$ cat src/rtl/dmem_arbiter.sv
// dmem_arbiter
//   Shares the single data-memory port between the core load/store path and
//   the loader/debug port. At most one requester is granted per cycle. The
//   grant is combinational. A registered owner/run-length pair limits how
//   long one side can keep the port while the other side waits.
//
// Optional feature macro: DMEM_ARB_STATS_EN (adds the stall_cnt output)
//
// Ports
//   clk, rst_n          clock, async active-low reset
//   core_req/we/addr/wdata  core access request
//   core_rdata          load data to core (mirrors mem_out)
//   core_stall          core access not performed this cycle
//   ldr_req/we/addr/wdata   loader access request
//   ldr_rdata           read data to loader (mirrors mem_out)
//   ldr_ack             loader access performed this cycle
//   mem_addr/mem_in/mem_wr_en  to data memory
//   mem_out             combinational read data from memory
//   stall_cnt           (DMEM_ARB_STATS_EN only) saturating stalled-cycle count
//
// State | meaning
//   OWN_CORE | core held the port most recently (also the reset owner)
//   OWN_LDR  | loader held the port most recently
//   run_cnt counts consecutive grants to the owner and saturates at HOLD_MAX.

module dmem_arbiter #(
  parameter int AW       = 8,
  parameter int DW       = 8,
  parameter int HOLD_MAX = 4
) (
  input  logic          clk,
  input  logic          rst_n,
  input  logic          core_req,
  input  logic          core_we,
  input  logic [AW-1:0] core_addr,
  input  logic [DW-1:0] core_wdata,
  output logic [DW-1:0] core_rdata,
  output logic          core_stall,
  input  logic          ldr_req,
  input  logic          ldr_we,
  input  logic [AW-1:0] ldr_addr,
  input  logic [DW-1:0] ldr_wdata,
  output logic [DW-1:0] ldr_rdata,
  output logic          ldr_ack,
  output logic [AW-1:0] mem_addr,
  output logic [DW-1:0] mem_in,
  output logic          mem_wr_en,
  input  logic [DW-1:0] mem_out
`ifdef DMEM_ARB_STATS_EN
  ,
  output logic [15:0]   stall_cnt
`endif
);

  typedef enum logic {
    OWN_CORE = 1'b0,
    OWN_LDR  = 1'b1
  } owner_t;

  localparam logic [3:0] HOLD_LIM = 4'(HOLD_MAX);

  owner_t     owner_q, owner_d;
  logic [3:0] run_cnt_q, run_cnt_d;
  logic       grant_core, grant_ldr;
  logic       grant_owner;

  always_ff @(posedge clk or negedge rst_n) begin
    if (!rst_n) begin
      owner_q   <= OWN_CORE;
      run_cnt_q <= 4'd0;
    end else begin
      owner_q   <= owner_d;
      run_cnt_q <= run_cnt_d;
    end
  end

  // Grant selection. Under contention the owner keeps the port until it has
  // used up its run. The run is not cleared while the owner is uncontested,
  // so a long solo run gives the port away as soon as the other side arrives.
  always_comb begin
    grant_core = 1'b0;
    grant_ldr  = 1'b0;
    if (core_req && ldr_req) begin
      if (run_cnt_q < HOLD_LIM) begin
        grant_core = (owner_q == OWN_CORE);
        grant_ldr  = (owner_q == OWN_LDR);
      end else begin
        grant_core = (owner_q == OWN_LDR);
        grant_ldr  = (owner_q == OWN_CORE);
      end
    end else begin
      grant_core = core_req;
      grant_ldr  = ldr_req;
    end
  end

  assign grant_owner = (grant_core && (owner_q == OWN_CORE)) ||
                       (grant_ldr  && (owner_q == OWN_LDR));

  always_comb begin
    owner_d   = owner_q;
    run_cnt_d = run_cnt_q;
    if (!grant_core && !grant_ldr) begin
      run_cnt_d = 4'd0;
    end else if (grant_owner) begin
      if (run_cnt_q < HOLD_LIM) run_cnt_d = run_cnt_q + 4'd1;
    end else begin
      owner_d   = grant_ldr ? OWN_LDR : OWN_CORE;
      run_cnt_d = 4'd1;
    end
  end

  always_comb begin
    mem_addr  = '0;
    mem_in    = '0;
    mem_wr_en = 1'b0;
    if (grant_core) begin
      mem_addr  = core_addr;
      mem_in    = core_wdata;
      mem_wr_en = core_we;
    end else if (grant_ldr) begin
      mem_addr  = ldr_addr;
      mem_in    = ldr_wdata;
      mem_wr_en = ldr_we;
    end
    // The strobe drops the moment reset asserts, even mid-access.
    if (!rst_n) mem_wr_en = 1'b0;
  end

  assign core_stall = core_req & ~grant_core;
  assign ldr_ack    = grant_ldr;
  assign core_rdata = mem_out;
  assign ldr_rdata  = mem_out;

`ifdef DMEM_ARB_STATS_EN
  logic [15:0] stall_cnt_q;

  always_ff @(posedge clk or negedge rst_n) begin
    if (!rst_n) begin
      stall_cnt_q <= 16'd0;
    end else if (core_stall && (stall_cnt_q != 16'hFFFF)) begin
      stall_cnt_q <= stall_cnt_q + 16'd1;
    end
  end

  assign stall_cnt = stall_cnt_q;
`endif

endmodule

$ cat config.mk
export PLATFORM = sky130hd
export DESIGN_NAME = dmem_arbiter
export DESIGN_NICKNAME = d
export VERILOG_FILES = /design/src/rtl/dmem_arbiter.sv
export SDC_FILE = /design/constraint.sdc
export NUM_CORES = 1
export LEC_CHECK = 0
export CAP_MARGIN = 30
export CORE_ASPECT_RATIO = 1.25
export CORE_MARGIN = 2
export CORE_UTILIZATION = 29
export DETAILED_ROUTE_END_ITERATION = 8
export PLACE_DENSITY = 0.95
export SLEW_MARGIN = 20
export SYNTH_ARGS = -nofsm -noshare
export SYNTH_HDL_FRONTEND = slang
export SYNTH_SLANG_ARGS = --single-unit
$ cat constraint.sdc
create_clock -name clk -period 5.16 [get_ports clk]
set_clock_uncertainty 0.2 [all_clocks]
set_input_delay 0.516 -clock clk [delete_from_list [all_inputs] [get_ports clk]]
set_output_delay 0.516 -clock clk [all_outputs]
set_load 0.03 [all_outputs]
Word level (Yosys, flattened, before mapping)
Cells that the tools add are included.
{"block": "word_totals", "register_bits": 5, "in_bits": 46}
{"block": "op_classes", "n_addsub": 1, "reduce_logical": 8, "magnitude_cmp": 1, "bitwise_logic": 5, "n_eq_ne": 1, "n_mux": 15}
{"op": "two-way mux 8 bit", "n": 4}
{"op": "two-way mux 4 bit", "n": 3}
{"op": "two-way mux 1 bit", "n": 8}
{"op": "adder 4 x 1 -> 4 bit, second input constant", "n": 1}
{"op": "logical AND 1 bit", "n": 4}
{"op": "< comparator 4 x 3 -> 1 bit, second input constant", "n": 1}
{"op": "inverter 1 bit", "n": 4}
{"op": "inequality test 3 x 1 -> 1 bit, second input constant", "n": 1}
{"op": "zero test 1 bit", "n": 2}
{"op": "AND reduction 2 bit", "n": 1}
{"op": "bitwise AND 1 bit", "n": 1}
{"op": "logical OR 1 bit", "n": 1}

Logic depth before layout (Yosys ltp)
Gate-level depths: netlist of run 1.
{"block": "logic_depth", "ltp_word": 7, "mapped_depth": 6, "mapped_depth_nobuf": 4}

Worst setup path after synthesis of run 1
No wires, ideal clock.
{"block": "synth_timing", "kind": "register to output", "from": "reg owner_q", "to": "out mem_addr[4]", "stages_incl_launch_ff": 6, "setup_slack_ps": 2923, "arrival_ps": 1521, "t_required_ps": 4444, "cell_sequence": "dfrtp_1 buf_6 or3_4 a31oi_4 buf_6 a22o_2"}
{"block": "synth_between", "elab_chain_cells": 5, "word_cells_on_any_way": 7, "classes_between": "mux: 6; bitwise: 1"}
{"element": "start, declared", "line_no": "62", "text": "owner_t owner_q, owner_d;"}
{"element": "start signal, assigned", "line_no": "72", "text": "owner_q <= owner_d;"}
{"element": "inverter 1 bit", "line_no": "85, 89"}
{"element": "two-way mux 1 bit", "line_no": "84", "text": "if (run_cnt_q < HOLD_LIM) begin"}
{"element": "two-way mux 1 bit", "line_no": "83", "text": "if (core_req && ldr_req) begin"}
{"element": "two-way mux 8 bit", "line_no": "121", "text": "end else if (grant_ldr) begin"}
{"element": "two-way mux 8 bit (*)", "line_no": "117", "text": "if (grant_core) begin"}
{"element": "end, declared", "line_no": "45", "text": "output logic [AW-1:0] mem_addr,"}
Every way passes the cells marked *; elsewhere a longest branch is shown, timed or not.

Worst setup path in the final report of run 1
{"block": "layout_timing", "from": "in core_req", "to": "out mem_in[6]"}
{"block": "layout_between", "elab_chain_cells": 4, "word_cells_on_any_way": 5, "classes_between": "mux: 4; reduce/logical: 1"}
{"element": "start, declared", "line_no": "33", "text": "input logic core_req,"}
{"element": "logical AND 1 bit", "line_no": "83"}
{"element": "two-way mux 1 bit", "line_no": "83"}
{"element": "two-way mux 8 bit", "line_no": "121"}
{"element": "two-way mux 8 bit (*)", "line_no": "117"}
{"element": "end, declared", "line_no": "46", "text": "output logic [DW-1:0] mem_in,"}
Marks and branches as above.

==> run metrics, run 1 <==
status complete, no violations; top cell type's share of synthesized area between 10% and 20%; Layout area overhead 64.6%; vias post-DR about 700; Clock power frac between 10% and 20%; Core Footprint approximately 2200 µm²; MaxCap Viol Count 0; Post-DRT Antenna Nets 0; # rows 19; most common cell after layout, fill and taps aside clkdlybuf4s50_1; Post-CTS Setup Bufs 0; Rel. slew slack between 50% and 60%; share of layout cells above drive strength 1 between 15 and 20%; worst hold-check path type in -> async; Crit path max-delay family buffers and inverters; Slew @ Worst Pin roughly 0.67 ns; Port Buffers 56; CP Cell Sequence clkdlybuf4s50_1 -> o211ai_1 -> o311a_1 -> a22o_2 -> clkdlybuf4s50_1; Syn. warnings 0; clock-pin slew on the worst setup and hold paths ~0.050 ns; r2r setup slk approximately 3.4 ns; Mapped Area roughly 690 µm²; Power Density between 200 and 300 nW/µm²; NetSw 0.125 mW; vias per inst just under 5; Post-synth ARST share between 90% and 100%; num ports 81; Startpoint Class input port; Post-Synth Simple-Gate Area between 10% and 20%; final setup violation count 0; Hold-fix buffers, CTS 0; vias in the first global route slightly above 600; worst r2r src owner_q; RSZ-0062 raised after global routing false; largest net degree at the start of global routing 20; Overflow after GRT 0; Final Non-Filler Cells 142; design area 1140 µm²; Final Hold Fails 0; Total Wirelength around 2200 µm; Max H-tree Level 1; Yosys cell types 32; Final Max Tran Viols 0; TritonCTS Buffers 3; Setup crit end kind output port; Starting Density a little under a third; final core utilization 51.0%; Worst path depth 5; sequential-to-total area share from yosys stat a little under a fifth; worst-path maximum fanout 19; dominant cell type by area after synthesis dfrtp_1; r2r worst-path depth 3; XOR/XNOR share of the synthesized area 0%; reg2reg end owner_q; CTS tree built; Yosys reg bits 5; leakage power total about 0.45 nW; global-route wire length before repair about 2800 µm; area share of fa/ha/maj cells after synthesis 1.81%; mux contribution to synthesized area 2.89%; placed cell area roughly 1100 µm²; Root Buffer Master clkbuf_4; leading post-synthesis cells by cell area dfrtp_1, buf_4, a22o_2; drt first pass iters 4; post-cts resize count 0; commonest non-fill, non-tap cells in the layout clkdlybuf4s50_1, a22o_2, a22o_1; Setup TNS Final 0 ns; top_reg_cell synth dfrtp_1; syn_nets between 100 and 150; largest family of logic cells by synthesized area compound AO/OA/AOI/OAI gates; GRT Total Usage approximately 15%; Worst path slowest cell clkdlybuf4s50_1; Die Span Y 58.6 µm; Peak Freq around 280 MHz; Skew-Pair Late Insertion Delay between 0.2 and 0.3 ns; DP Wirelength 1820 µm; Sw Ratio between 40% and 50%; Cells after Synth 74; Placed Instances between 100 and 150; EDFF count, synth 0; Synth Area in Compound Gates 36.3%; Routed WL per cell approximately 16 µm; Data arrival, critical path 2.84 ns; RePlAce Congestion 0.727; synthesized area per cell about 9.4 µm²; PnR worst setup slack 1.60 ns; Seq pwr share 20.4%; clock sinks 5; Final Cycle Share between 60% and 70%; Max VDD drop about 0.12 mV; Worst EP required between 4 and 5 ns; Comb power frac between 60% and 70%; DR DRC count 0; Die ar. approximately 2800 µm²; 1st-iter DRT viols 7; CTS max path bufs 2; ANT cells 0; antenna violations before repair 0; critical path class in -> out; Layout Nets roughly 160; die width around 48 µm; Power Internal roughly 0.18 mW; post-place setup slack ~1.6 ns; slowest cell delay on critical path between 0.6 and 0.7 ns; most frequent CP cell clkdlybuf4s50_1; WP buf/inv 2; Tmin final 3.56 ns
## synthesized netlist by cell type (2+ instances only)
master   count
a22o_1       6
nor2_1       3
buf_2        2
buf_6        4
mux2i_1      2
inv_1        2
dfrtp_1      5
a22o_2      10
nor3b_1      2
buf_4       16
## routing by layer
metal | routed length, µm | part of all wire (%) | global-route usage [%]
met1 | 728 | 33 | 13.0
met2 | 1190 | 54 | 26.9
met3 | 258 | 12 | 5.21
met4 | 31 | 1.4 | 6.95
met5 | 0 | 0 | 0
## power by group through the flow
stage	Combinational, mW	Sequential, mW	Clock [mW]
after global routing	0.208	0.0634	0.0521
after CTS	0.198	0.0617	0.0464
after floorplan	0.155	0.0542	0
final	0.196	0.0624	0.0463
after detailed placement	0.198	0.0623	0
after global placement	0.191	0.0605	0
## how the worst max path moves through the flow
stage	slack, ns	end	startpoint
2_1_floorplan	2.92	mem_addr[4]	owner_q
3_3_place_gp	1.72	mem_in[2]	core_req
3_5_place_dp	1.64	mem_in[6]	core_req
4_1_cts	1.63	mem_in[6]	core_req
5_1_grt	1.51	mem_in[6]	core_req
6_report	1.60	mem_in[6]	core_req
## metrics by stage
step / power (mW) / hold slack, ns
2_1_floorplan: 0.210 / 0.0204
5_1_grt: 0.323 / 0.331
4_1_cts: 0.306 / 0.329
3_3_place_gp: 0.252 / 0.317
6_report: 0.305 / 0.323
3_5_place_dp: 0.260 / 0.327
## area by class of cell
| type | count | area [µm²] |
|---|---|---|
| multi-input cells | 44 | 380 |
| repair buffers | 56 | 561 |
| well taps | 31 | 38.8 |
| fillers | 222 | 1100 |
| flip-flops and latches | 5 | 125 |
| inverters | 2 | 7.51 |
| clock buffers | 4 | 26.3 |
## kinds of logic after synthesis
| family | after synthesis |
|---|---|
| compound gates | 27 |
| fa+ha+maj | 1 |
| buf+inv | 25 |
| flops | 5 |
| mux | 2 |
| simple gates | 14 |
## state kept, by name (all words and copies together), names as in the netlist
signal     flops
owner_q        1
run_cnt_q      4
Note: power is estimated with default switching activity, not from simulation.
==> run 2: changes to the inputs <==
--- a/config.mk
+++ b/config.mk
@@ -8,9 +8,9 @@
 export CAP_MARGIN = 30
 export CORE_ASPECT_RATIO = 1.25
 export CORE_MARGIN = 2
-export CORE_UTILIZATION = 29
+export CORE_UTILIZATION = 27
 export DETAILED_ROUTE_END_ITERATION = 8
-export PLACE_DENSITY = 0.95
+export PLACE_DENSITY = 0.93
 export SLEW_MARGIN = 20
 export SYNTH_ARGS = -nofsm -noshare
 export SYNTH_HDL_FRONTEND = slang
==> constraint.sdc (replaced) <==
create_clock -name clk -period 3.5 [get_ports clk]
set_clock_uncertainty 0.2 [all_clocks]
set_input_delay 0.35 -clock clk [delete_from_list [all_inputs] [get_ports clk]]
set_output_delay 0.35 -clock clk [all_outputs]
set_load 0.03 [all_outputs]
==> run metrics, run 2 (synthesis results as in run 1) <==
status complete, no violations; clock sinks 5; Power Internal 0.265 mW; Layout Nets around 160; Layout area overhead 64.9%; WP buf/inv 2; Worst EP required between 2 and 3 ns; Startpoint Class input port; Setup crit end kind output port; most frequent CP cell clkdlybuf4s50_1; Sw Ratio 40.8%; Filler cells roughly 250; post-place setup slack between 0.2 and 0.3 ns; DP Wirelength 1790 µm; DR DRC count 0; 1st-iter DRT viols 5; largest net degree at the start of global routing 20; most common cell after layout, fill and taps aside clkdlybuf4s50_1; Post-CTS Setup Bufs 0; RSZ-0062 raised after global routing false; drt first pass iters 4; Power Density 393 nW/µm²; NetSw around 0.18 mW; vias per inst slightly below 5; Worst path slowest cell clkdlybuf4s50_1; Routed WL per cell roughly 15 µm; Starting Density around 29%; Register Area around 130 µm²; PnR worst setup slack 0.277 ns; largest registers run_cnt_q x4, owner_q x1; critical path class in -> out; global-route wire length before repair approximately 3300 µm; GRT Total Usage between 10% and 20%; commonest non-fill, non-tap cells in the layout clkdlybuf4s50_1, a22o_2, a22o_1; Peak Freq 310 MHz; post-cts resize count 0; MaxCap Viol Count 0; Port Buffers between 50 and 60; CP Cell Sequence clkdlybuf4s50_1 -> o211ai_1 -> o311a_1 -> a22o_2 -> clkdlybuf4s50_1; clock-pin slew on the worst setup and hold paths 0.04 ns; CTS max path bufs 2; worst-path maximum fanout 19; # rows 20; Hold-fix buffers, CTS 0; antenna violations before repair 0; Total Wirelength between 2000 and 2500 µm; Setup TNS Final 0 ns; Comb power frac between 60% and 70%; r2r worst-path depth 3; num ports a little over 80; Final Cycle Share ~92%; footprint of the multi-input gates 380 µm²; Final Max Tran Viols 0; Post-DRT Antenna Nets 0; Final Hold Fails 0; vias in the first global route 724; Die ar. between 2000 and 3000 µm²; Data arrival, critical path 2.67 ns; worst hold-check path type in -> async; Root Buffer Master clkbuf_4; Tmin final 3.22 ns; final setup violation count 0; Rel. slew slack between 50% and 60%; vias post-DR roughly 710; ANT cells 0; CTS tree built; Largest register FFs 4; Core Footprint between 2000 and 2500 µm²; RePlAce Congestion between 0.7 and 0.8; Overflow after GRT 0; die width just under 50 µm; TritonCTS Buffers 3; slowest cell delay on critical path 0.68 ns; Clock power frac between 10% and 20%; Die Span Y slightly above 60 µm; Slew @ Worst Pin 0.649 ns; Crit path max-delay family buffers and inverters; Max VDD drop roughly 0.21 mV; share of layout cells above drive strength 1 15.3%; Max H-tree Level 1; Skew-Pair Late Insertion Delay about 0.24 ns; leakage power total between 0.4 and 0.5 nW; Seq pwr share about a fifth; Worst path depth 5; largest register by flop count run_cnt_q
## run 2: cell counts in the layout (fill, tap and decap cells not counted)
Identical to the previous run, type by type.
## run 2: final cells by class
class	count	area share, %
clock buffers	4	2.30
inverters	2	0.658
well taps	33	3.62
flip-flops and latches	5	11.0
multi-input cells	44	33.3
repair buffers	56	49.1
## run 2: power by group through the flow
stage	Combinational [mW]	Clock, mW	Sequential, mW
after global placement	0.283	0	0.0894
after detailed placement	0.292	0	0.0911
after global routing	0.310	0.0770	0.0939
after floorplan	0.229	0	0.0799
final	0.291	0.0669	0.0909
after CTS	0.293	0.0715	0.0906
## run 2: path summary, 6_finish.rpt
check                        startpoint           end  slack, ns
setup / recovery               core_req     mem_in[3]       0.28
min in group clk           run_cnt_q[0]  run_cnt_q[0]       0.33
hold reg to reg            run_cnt_q[0]  run_cnt_q[0]       0.33
max in group asynchronous         rst_n  run_cnt_q[2]       2.69
hold / removal                    rst_n  run_cnt_q[1]       0.17
setup reg to reg           run_cnt_q[2]       owner_q       1.73
## run 2: per-layer routing
layer	vias to the layer above	share of wire (%)	global-route usage, %
li1	334	-	-
met3	4	11	6.16
met2	48	53	25.5
met5	-	0	0
met4	0	1.7	6.53
met1	323	35	14.6
## run 2: stage by stage
stage	total power [mW]	cell area, µm²	instances	util [%]	hold WS, ns
2_1_floorplan	0.309	692	74	-	-0.146
3_3_place_gp	0.372	1110	140	45.9	0.323
3_5_place_dp	0.383	1110	140	45.9	0.327
4_1_cts	0.455	1140	144	47.0	0.169
5_1_grt	0.481	1140	144	47.0	0.175
6_report	0.448	1140	144	47.0	0.171
